===== src/rtl/tdc_lbus_regs.sv =====
// tdc_lbus_regs: TDC control/status register file on the local write/read bus
// (page 0x90xx, downstream of the TRBNet-to-local-bus translator).
//
// Ports:
//   Cclk, Reset           bus clock, synchronous active-high reset
//   Address, WData        local address and write data
//   Write, Read           single-cycle access strobes
//   RData                 registered read data (held while Read is low)
//   ctrl                  NCTRL flattened 32-bit control registers
//   pulse                 one-cycle command pulses (written via 0x10)
//   status_in             TDC status word, readable at 0x20
//   evt_strobe            event counter enable (0x21)
//   bad_addr              sticky unmapped-access flag, cleared by writing 0x23
//
// Optional feature: define TDC_LBUS_WRCNT_EN to build the write counter at 0x22.
module tdc_lbus_regs #(
  parameter int unsigned NCTRL = 8,
  parameter logic [31:0] ID    = 32'h9000_0001
) (
  input  logic                  Cclk,
  input  logic                  Reset,
  input  logic [7:0]            Address,
  input  logic [31:0]           WData,
  input  logic                  Write,
  input  logic                  Read,
  output logic [31:0]           RData,
  output logic [NCTRL*32-1:0]   ctrl,
  output logic [31:0]           pulse,
  input  logic [31:0]           status_in,
  input  logic                  evt_strobe,
  output logic                  bad_addr
);

  localparam int unsigned DW = 32;
  localparam int unsigned CW = NCTRL * DW;

  localparam logic [7:0] A_PULSE  = 8'h10;
  localparam logic [7:0] A_STATUS = 8'h20;
  localparam logic [7:0] A_EVT    = 8'h21;
  localparam logic [7:0] A_WRCNT  = 8'h22;
  localparam logic [7:0] A_ERR    = 8'h23;
  localparam logic [7:0] A_ID     = 8'h3F;
  localparam logic [7:0] A_NCTRL  = 8'(NCTRL);

  logic [DW-1:0] rdata_q,   rdata_d;
  logic [CW-1:0] ctrl_q,    ctrl_d;
  logic [DW-1:0] pulse_q,   pulse_d;
  logic [DW-1:0] status_q,  status_d;
  logic [DW-1:0] evt_cnt_q, evt_cnt_d;
  logic          bad_addr_q, bad_addr_d;

  logic [DW-1:0] rsel;
  logic          mapped;
  logic          evt_clr;

`ifdef TDC_LBUS_WRCNT_EN
  logic [DW-1:0] wr_cnt_q, wr_cnt_d;
`endif

  // Read mux and address decode
  always_comb begin
    rsel   = 32'hDEAD_BEEF;
    mapped = 1'b1;
    if (Address < A_NCTRL) begin
      for (int unsigned k = 0; k < NCTRL; k++) begin
        if (Address == 8'(k)) rsel = ctrl_q[DW*k +: DW];
      end
    end else begin
      case (Address)
        A_PULSE:  rsel = '0;
        A_STATUS: rsel = status_q;
        A_EVT:    rsel = evt_cnt_q;
`ifdef TDC_LBUS_WRCNT_EN
        A_WRCNT:  rsel = wr_cnt_q;
`endif
        A_ERR:    rsel = {31'b0, bad_addr_q};
        A_ID:     rsel = ID;
        default:  mapped = 1'b0;
      endcase
    end
  end

  // Next-state for all registers
  always_comb begin
    rdata_d    = Read ? rsel : rdata_q;
    ctrl_d     = ctrl_q;
    pulse_d    = '0;
    status_d   = status_in;
    bad_addr_d = bad_addr_q;

    for (int unsigned k = 0; k < NCTRL; k++) begin
      if (Write && Address == 8'(k)) ctrl_d[DW*k +: DW] = WData;
    end

    if (Write && Address == A_PULSE) pulse_d = WData;

    // Clear beats increment; the pulse-driven clear acts while pulse[0] is high
    evt_clr = (Write && Address == A_EVT) || pulse_q[0];
    if (evt_clr)
      evt_cnt_d = '0;
    else if (evt_strobe && evt_cnt_q != '1)
      evt_cnt_d = evt_cnt_q + DW'(1);
    else
      evt_cnt_d = evt_cnt_q;

    if (Write && Address == A_ERR)
      bad_addr_d = 1'b0;
    else if ((Read || Write) && !mapped)
      bad_addr_d = 1'b1;
  end

  always_ff @(posedge Cclk) begin
    if (Reset) begin
      rdata_q    <= '0;
      ctrl_q     <= '0;
      pulse_q    <= '0;
      status_q   <= '0;
      evt_cnt_q  <= '0;
      bad_addr_q <= 1'b0;
    end else begin
      rdata_q    <= rdata_d;
      ctrl_q     <= ctrl_d;
      pulse_q    <= pulse_d;
      status_q   <= status_d;
      evt_cnt_q  <= evt_cnt_d;
      bad_addr_q <= bad_addr_d;
    end
  end

`ifdef TDC_LBUS_WRCNT_EN
  // Counts every write; a write to its own address zeroes it instead
  always_comb begin
    wr_cnt_d = wr_cnt_q;
    if (Write) wr_cnt_d = (Address == A_WRCNT) ? '0 : wr_cnt_q + DW'(1);
  end

  always_ff @(posedge Cclk) begin
    if (Reset) wr_cnt_q <= '0;
    else       wr_cnt_q <= wr_cnt_d;
  end
`endif

  assign RData    = rdata_q;
  assign ctrl     = ctrl_q;
  assign pulse    = pulse_q;
  assign bad_addr = bad_addr_q;

endmodule


===== config.mk =====
export PLATFORM = sky130hd
export DESIGN_NAME = tdc_lbus_regs
export DESIGN_NICKNAME = d
export VERILOG_FILES = /design/src/rtl/tdc_lbus_regs.sv
export SDC_FILE = /design/constraint.sdc
export NUM_CORES = 1
export LEC_CHECK = 0
export ABC_AREA = 1
export BUFFER_PORTS_ARGS = -buffer_cell sky130_fd_sc_hd__buf_2
export CAP_MARGIN = 20
export CORE_MARGIN = 3
export CORE_UTILIZATION = 25
export DETAILED_ROUTE_END_ITERATION = 6
export PLACE_DENSITY_LB_ADDON = 0.15
export SKIP_CTS_REPAIR_TIMING = 1
export SLEW_MARGIN = 20
export SYNTH_ARGS = -nofsm -noshare
export SYNTH_HDL_FRONTEND = slang
export SYNTH_SLANG_ARGS = --single-unit

===== constraint.sdc =====
create_clock -name Cclk -period 2.1 [get_ports Cclk]
set_input_delay 0.21 -clock Cclk [delete_from_list [all_inputs] [get_ports Cclk]]
set_output_delay 0.21 -clock Cclk [all_outputs]
set_load 0.02 [all_outputs]

==> results of run 1 <==
layout by cell type (no fill, tap or decap), types with 4 or more instances in the layout:
cell type	n
buf_2	397
nand2_1	388
dfxtp_1	385
a21oi_1	337
o21ai_0	283
inv_1	247
nor2_1	188
nand3_1	102
buf_4	75
dlygate4sd3_1	58
clkbuf_16	49
or2_2	41
nand4_1	39
buf_12	26
nor3_1	17
xor2_1	17
nor2_2	11
clkbuf_1	10
nand2_2	9
clkinv_2	9
clkbuf_8	9
inv_2	7
a221oi_1	6
a21oi_2	5
nor2_4	4
nor4_1	4
xnor2_1	4
nand3b_1	4
bufinv_16	4
stage by stage:
step | util [%] | hold WS (ns) | setup slack (ns) | instances | total power [mW]
finish | 34.5 | -0.0207 | 0.227 | 3606 | 16.9
detailed placement | 31.1 | 0.416 | -0.0504 | 3461 | 8.50
CTS | 33.6 | -0.208 | 0.0888 | 3546 | 17.0
global route | 34.5 | 0.00423 | 0.0165 | 3606 | 17.5
global placement | 31.1 | 0.410 | -0.0692 | 3461 | 8.50
floorplan | - | 0.317 | 0.349 | 2257 | 8.01
power by group through the flow:
stage | sequential (mW) | clock, mW | combinational [mW]
global placement | 7.62 | 0 | 0.875
finish | 7.46 | 8.48 | 0.951
floorplan | 7.66 | 0 | 0.354
CTS | 7.46 | 8.69 | 0.879
global route | 7.46 | 9.00 | 1.03
detailed placement | 7.62 | 0 | 0.877
Yosys cell counts:
| library cell | n | area share (%) |
|---|---|---|
| a21oi_1 | 337 | 10 |
| a21oi_2 | 5 | 0.27 |
| a221oi_1 | 6 | 0.32 |
| a31oi_1 | 2 | 0.077 |
| buf_2 | 34 | 1.0 |
| buf_4 | 3 | 0.14 |
| buf_6 | 7 | 0.48 |
| clkbuf_1 | 92 | 2.1 |
| clkbuf_2 | 4 | 0.12 |
| clkinv_1 | 3 | 0.069 |
| dfxtp_1 | 385 | 47 |
| ha_1 | 1 | 0.077 |
| inv_1 | 247 | 5.7 |
| inv_2 | 8 | 0.18 |
| nand2_1 | 391 | 9.0 |
| nand2_2 | 6 | 0.23 |
| nand3_1 | 102 | 3.1 |
| nand3_2 | 2 | 0.12 |
| nand3b_1 | 4 | 0.18 |
| nand4_1 | 39 | 1.5 |
| nor2_1 | 195 | 4.5 |
| nor2_2 | 5 | 0.19 |
| nor2_4 | 3 | 0.21 |
| nor3_1 | 19 | 0.58 |
| nor3_2 | 2 | 0.12 |
| nor3_4 | 1 | 0.10 |
| nor3b_1 | 1 | 0.046 |
| nor4_1 | 4 | 0.15 |
| o211ai_1 | 2 | 0.092 |
| o21a_1 | 1 | 0.046 |
| o21ai_0 | 283 | 8.7 |
| o21ai_4 | 1 | 0.10 |
| or2_2 | 41 | 1.6 |
| xnor2_1 | 4 | 0.22 |
| xor2_1 | 17 | 0.91 |
sequential cells by signal, summed over array words and instances, names as in the netlist:
| name | count |
|---|---|
| evt_cnt_q | 32 |
| status_q | 32 |
| bad_addr | 1 |
| pulse | 32 |
| ctrl | 256 |
| RData | 32 |
worst min-delay path by stage:
stage	startpoint	endpoint	slack (ns)	cells after the start
floorplan	status_in[0]	status_q[0]	0.32	2
global placement	status_in[16]	status_q[16]	0.41	3
detailed placement	status_in[15]	status_q[15]	0.42	3
CTS	status_in[15]	status_q[15]	-0.21	3
global route	WData[26]	ctrl[186]	0.004	3
finish	WData[9]	ctrl[169]	-0.02	3
per-layer routing:
metal	up-vias	GRT usage [%]	part of all wire (%)
met5	-	0	0
met4	0	7.33	3.3
met3	119	4.75	6.4
met2	540	38.8	49
met1	8074	26.7	41
li1	8297	-	-
critical path: cells and delay by family (launching register included):
family          cells  cell delay [ns]
flops               1             0.39
simple gates        4             0.58
compound gates      2             0.39
buf+inv             1             0.22
fa+ha+maj           1             0.20
layout make-up:
| type | instances | share of cell area [%] |
|---|---|---|
| sequential | 385 | 35.0 |
| multi-input combinational | 1474 | 31.9 |
| timing repair buffer | 556 | 16.6 |
| clock buffer | 68 | 6.30 |
| tap | 846 | 4.81 |
| inverter | 258 | 4.43 |
| clock inverter | 17 | 0.955 |
| antenna | 2 | 0.0227 |
kinds of logic after synthesis:
group,count (synthesis)
XOR/XNOR,21
AO/OA/AOI/OAI,637
AND/OR/NAND/NOR,815
adder cells (fa/ha/maj),1
flip-flops,385
buffers and inverters,398
==> impl_results.md, run 1 <==
* CTS clock-pin slew for the worst setup and hold paths at roughly 0.060 ns
* Design area at about 22000 µm²
* Initial antenna violation count at 3
* DR iter-0 viols at roughly 1.1k
* Synth warnings at 0
* Part of the cycle the worst path needs at 89.2%
* Mapped Area at 16300 µm²
* Post-Synth XOR/XNOR Area at 1.13%
* Post-Synthesis Net Count at 2335
* Starting density of the core at about 26%
* Setup CP Type: register to register
* Leakage at 9.57 nW
* GPL Wtd Cong at 0.948
* Htree depth at 2
* Gate Count Post-Synth at around 2.3k
* Worst slew pin tran at 0.599 ns
* Cell repeated most along the worst path: nand2_1
* Worst r2r dst: evt_cnt_q[16]
* Total negative setup slack at 0 ns
* Fin crit period at ~1.9 ns
* CTS Buffer Depth at 3
* Die H at 261 µm
* Worst path slowest cell: dfxtp_1
* Fmax at 0.534 GHz
* Pwr per Cell Area at 767 nW/µm²
* Compound-cell area share of the yosys netlist at 20.0%
* Synthesized-area fraction occupied by adder cells at 0.0768%
* Clock skew at 0.0157 ns
* Number of global-route vias before repair at 16.5k
* Syn avg cell area at 7.22 µm²
* Critical path's largest stage delay at 0.39 ns
* Max_cap viols at 0
* Crit path DAT at 2.37 ns
* First-pass GRT wire length at around 110 mm
* Min-Delay Path Class: primary input to register
* Worst-path cell chain: ha_1 > nand2_1 > nor3_4 > nand3_2 > o21ai_4 > buf_4 > nand2_1 > a21oi_1
* Hold slack at -0.0207 ns
* HPWL after DPL at 60.4 mm
* Setup slack, reg-to-reg at 0.23 ns
* Logic gate share of total power at 5.6%
* Filler cells at 6951
* Synth Register Bits at 385
* CTS root buf: clkbuf_16
* Area of placed instances at 19800 µm²
* CP max FO at 7
* Sequential area share after synthesis at about 47%
* WL/cell at 21.7 µm
* Post-synthesis mux area share at 0%
* Max-slew headroom at 60.1%
* Status: finished, violations left
* Slew Limit Fails at 0
* RSZ-0062 raised after global routing: false
* Router iterations before antenna repair at 5
* CTS buffer count at 48
* Simple-gate share of the synthesized area at between 20% and 30%
* CP endpoint kind: register
* CTS tree: done
* Remaining global-route overflow at 0
* Layout cell share with drive strength beyond 1 at 23.9%
* Largest net degree at the start of global routing at 87
* Vias per inst at 4.72
* Row count at 92
* Max VDD drop at 0.477 mV
* Cell depth of the worst flop-to-flop path at 8
* Clk network pwr share at 50.2%
* Worst r2r src: evt_cnt_q[0]
* Clock sink total at 385
* Final Hold Viols at 3
* Int Pwr at 12.8 mW
* Clock Latency Late Sink at 0.58 ns
* Layout Area Growth over Synthesis at 35.2%
* Largest family of logic cells by synthesized area: simple AND/OR/NAND/NOR gates
* Core Box Area at between 60000 and 70000 µm²
* Remaining DRCs at 0
* Sw frac at 24.3%
* I/O pin count at 398
* Final setup viols at 0
* CP endpoint: evt_cnt_q[16]
* Gr usage total at about 22%
* Setup crit start kind: register
* Failing checks: negative hold slack
* Nets at 2801
* Antenna-violating nets left at 0
* NetSw at 4.10 mW
* Die area at 68200 µm²
* PortBufs at between 300 and 400
* Netlist cell types at 35
* Crit. Startpoint: evt_cnt_q[0]
* Die width at 261 µm
* Sequential Power Share at between 40% and 50%
* Area occupied by registers at roughly 7700 µm²
* Area occupied by multi-input gates at approximately 7000 µm²
* Vias post-DR at 17.0k
* Drt total wl at 78.3 mm
* WP data required at 2.60 ns
Power figures use the tool's default switching activity.
==> inputs of run 2 (changes only) <==
==> constraint.sdc (replaced) <==
create_clock -name Cclk -period 2.4 [get_ports Cclk]
set_input_delay 0.24 -clock Cclk [delete_from_list [all_inputs] [get_ports Cclk]]
set_output_delay 0.24 -clock Cclk [all_outputs]
set_load 0.02 [all_outputs]
==> run 2 against run 1 <==
The run now ends clean; non-clock buffer count is 49 lower; clock skew is 0.0018 ns higher; via count is 0.36% higher; final area is 2.1% lower; wire length is 0.89% higher; core utilization is 0.73 points lower; count of clock-buffer cells in the layout is 2 higher; register-to-register slack better by 0.16 ns; setup slack better by 0.16 ns; critical path depth is 1 higher; critical endpoint is now evt_cnt_q[2]; largest power group unchanged; highest routed layer is now met5.
==> impl_results.md, run 2 (synthesized netlist as in run 1, its figures left out) <==
* Status: finished clean (was finished, violations left)
* NetSw at 3.57 mW (was 4.10 mW)
* Starting density of the core at 25.5% (unchanged)
* CP endpoint kind: register (unchanged)
* Logic gate share of total power at 5.4% (was 5.6%)
* Total negative setup slack at 0 ns (unchanged)
* Clock sink total at 385 (unchanged)
* Layout cell share with drive strength beyond 1 at 23.0% (was 23.9%)
* Fin crit period at 2.01 ns (was 1.87 ns)
* Remaining global-route overflow at 0 (unchanged)
* Die width at 261 µm (unchanged)
* First-pass GRT wire length at 112 mm (was 111 mm)
* Final setup viols at 0 (unchanged)
* Fmax at 0.496 GHz (was 0.534 GHz)
* Worst slew pin tran at 0.964 ns (was 0.599 ns)
* CTS root buf: clkbuf_16 (unchanged)
* Core Box Area at 63800 µm² (unchanged)
* PortBufs at 397 (unchanged)
* Int Pwr at 11.4 mW (was 12.8 mW)
* CTS Buffer Depth at 3 (unchanged)
* Max-slew headroom at 35.7% (was 60.1%)
* Most frequent cells in the layout: buf_2, nand2_1, dfxtp_1 (unchanged)
* WP data required at 2.89 ns (was 2.60 ns)
* Filler cells at 6914 (was 6951)
* Crit path buf inv count at 1 (unchanged)
* CTS clock-pin slew for the worst setup and hold paths at 0.06 ns (about the same)
* Worst Hold Path Cells at 3 (unchanged)
* CTS buffer count at 47 (was 48)
* Final Hold Viols at 0 (was 3)
* Max_cap viols at 0 (unchanged)
* CP max FO at 34 (was 7)
* Part of the cycle the worst path needs at 83.9% (was 89.2%)
* Cell family with most CP delay: simple AND/OR/NAND/NOR gates (unchanged)
* WL/cell at 22.2 µm (was 21.7 µm)
* Max reg flops at 256 (unchanged)
* Layout Area Growth over Synthesis at 32.3% (was 35.2%)
* HPWL after DPL at 60.8 mm (was 60.4 mm)
* Pwr per Cell Area at 693 nW/µm² (was 767 nW/µm²)
* Drt total wl at 79.0 mm (was 78.3 mm)
* Clock skew at 0.0175 ns (was 0.0157 ns)
* Crit path DAT at 2.51 ns (was 2.37 ns)
* Die area at 68200 µm² (unchanged)
* I/O pin count at 398 (unchanged)
* Number of global-route vias before repair at 16.2k (was 16.5k)
* Sw frac at 23.9% (was 24.3%)
* Worst-path cell chain: nand2_1 > nor3_2 > nand2_2 > nor2_2 > nand3_2 > o21ai_4 > buf_12 > o21ai_0 > a21oi_1 (was ha_1 > nand2_1 > nor3_4 > nand3_2 > o21ai_4 > buf_4 > nand2_1 > a21oi_1)
* Max VDD drop at 0.490 mV (was 0.477 mV)
* Cell depth of the worst flop-to-flop path at 9 (was 8)
* Leakage at 9.33 nW (was 9.57 nW)
* Clock Latency Late Sink at 0.59 ns (was 0.58 ns)
* Antenna cells at 0 (was 2)
* Critical path's largest stage delay at 0.45 ns (was 0.39 ns)
* Htree depth at 2 (unchanged)
* Worst path slowest cell: dfxtp_1 (unchanged)
* Vias per inst at 4.81 (was 4.72)
* Antenna-violating nets left at 0 (unchanged)
* Final core utilization at 33.8% (was 34.5%)
* Router iterations before antenna repair at 6 (was 5)
* Vias post-DR at 17.1k (was 17.0k)
* Slew Limit Fails at 0 (unchanged)
* Largest net degree at the start of global routing at 144 (was 87)
* Nets at 2751 (was 2801)
* Remaining DRCs at 0 (unchanged)
* Most common cell after layout, fill and taps aside: buf_2 (unchanged)
* DR iter-0 viols at 1403 (was 1145)
* Setup crit start kind: register (unchanged)
* Die H at 261 µm (unchanged)
* CTS tree: done (unchanged)
* Min-Delay Path Class: primary input to register (unchanged)
* RSZ-0062 raised after global routing: false (unchanged)
* Row count at 92 (unchanged)
* Clk network pwr share at 51.0% (was 50.2%)
* Critical Path Stages at 9 (was 8)
* Setup CP Type: register to register (unchanged)
* GPL Wtd Cong at 0.954 (was 0.948)
* Gr usage total at 22.2% (was 22.1%)
* Initial antenna violation count at 1 (was 3)
* Sequential Power Share at 43.7% (was 44.2%)
[run 2: metrics by stage]
| stage | instances | worst slack [ns] | power [mW] | hold WS, ns | instance area [µm²] |
|---|---|---|---|---|---|
| 2_1_floorplan | 2257 | 0.649 | 7.01 | 0.347 | 16300 |
| 3_3_place_gp | 3422 | 0.135 | 7.42 | 0.442 | 19400 |
| 3_5_place_dp | 3422 | 0.113 | 7.42 | 0.447 | 19400 |
| 4_1_cts | 3508 | 0.411 | 15.1 | -0.181 | 21100 |
| 5_1_grt | 3556 | 0.199 | 15.4 | 0.000160 | 21600 |
| 6_report | 3556 | 0.385 | 14.9 | 0.00601 | 21600 |
[run 2: final timing paths]
path                                endpoint  slack [ns]     startpoint
worst max register to register  evt_cnt_q[2]        0.39  evt_cnt_q[15]
worst min-delay path               ctrl[175]       0.006      WData[15]
worst max-delay path            evt_cnt_q[2]        0.39  evt_cnt_q[15]
worst min register to register     ctrl[241]        0.46      ctrl[241]
[run 2: layout make-up]
class / count / area [µm²] / share of cell area, %
clock buffer: 70 / 1430 / 6.65
multi-input combinational: 1474 / 7010 / 32.5
inverter: 258 / 973 / 4.52
timing repair buffer: 507 / 3150 / 14.6
clock inverter: 16 / 230 / 1.07
sequential: 385 / 7710 / 35.8
tap: 846 / 1060 / 4.91
[run 2: worst register-to-register path: stages, from the launching register on]
cell     delay (ns)
dfxtp_1        0.45
nand2_1        0.17
nor3_2         0.22
nand2_2        0.13
nor2_2         0.14
nand3_2        0.12
o21ai_4        0.19
buf_12         0.23
o21ai_0        0.11
a21oi_1        0.15
[run 2: metal layers]
metal	routed length (µm)	vias to the layer above	GRT usage (%)	part of all wire (%)
met1	33000	8197	27.7	42
met2	37900	575	38.0	48
met5	13	-	0	0.016
li1	-	8195	-	-
met3	5230	123	4.55	6.6
met4	2880	2	7.93	3.6
[run 2: power groups by stage]
stage / Sequential (mW) / Combinational [mW] / Clock (mW)
6_report: 6.53 / 0.800 / 7.61
3_5_place_dp: 6.67 / 0.748 / 0
2_1_floorplan: 6.70 / 0.310 / 0
3_3_place_gp: 6.67 / 0.748 / 0
5_1_grt: 6.53 / 0.867 / 8.04
4_1_cts: 6.53 / 0.750 / 7.77
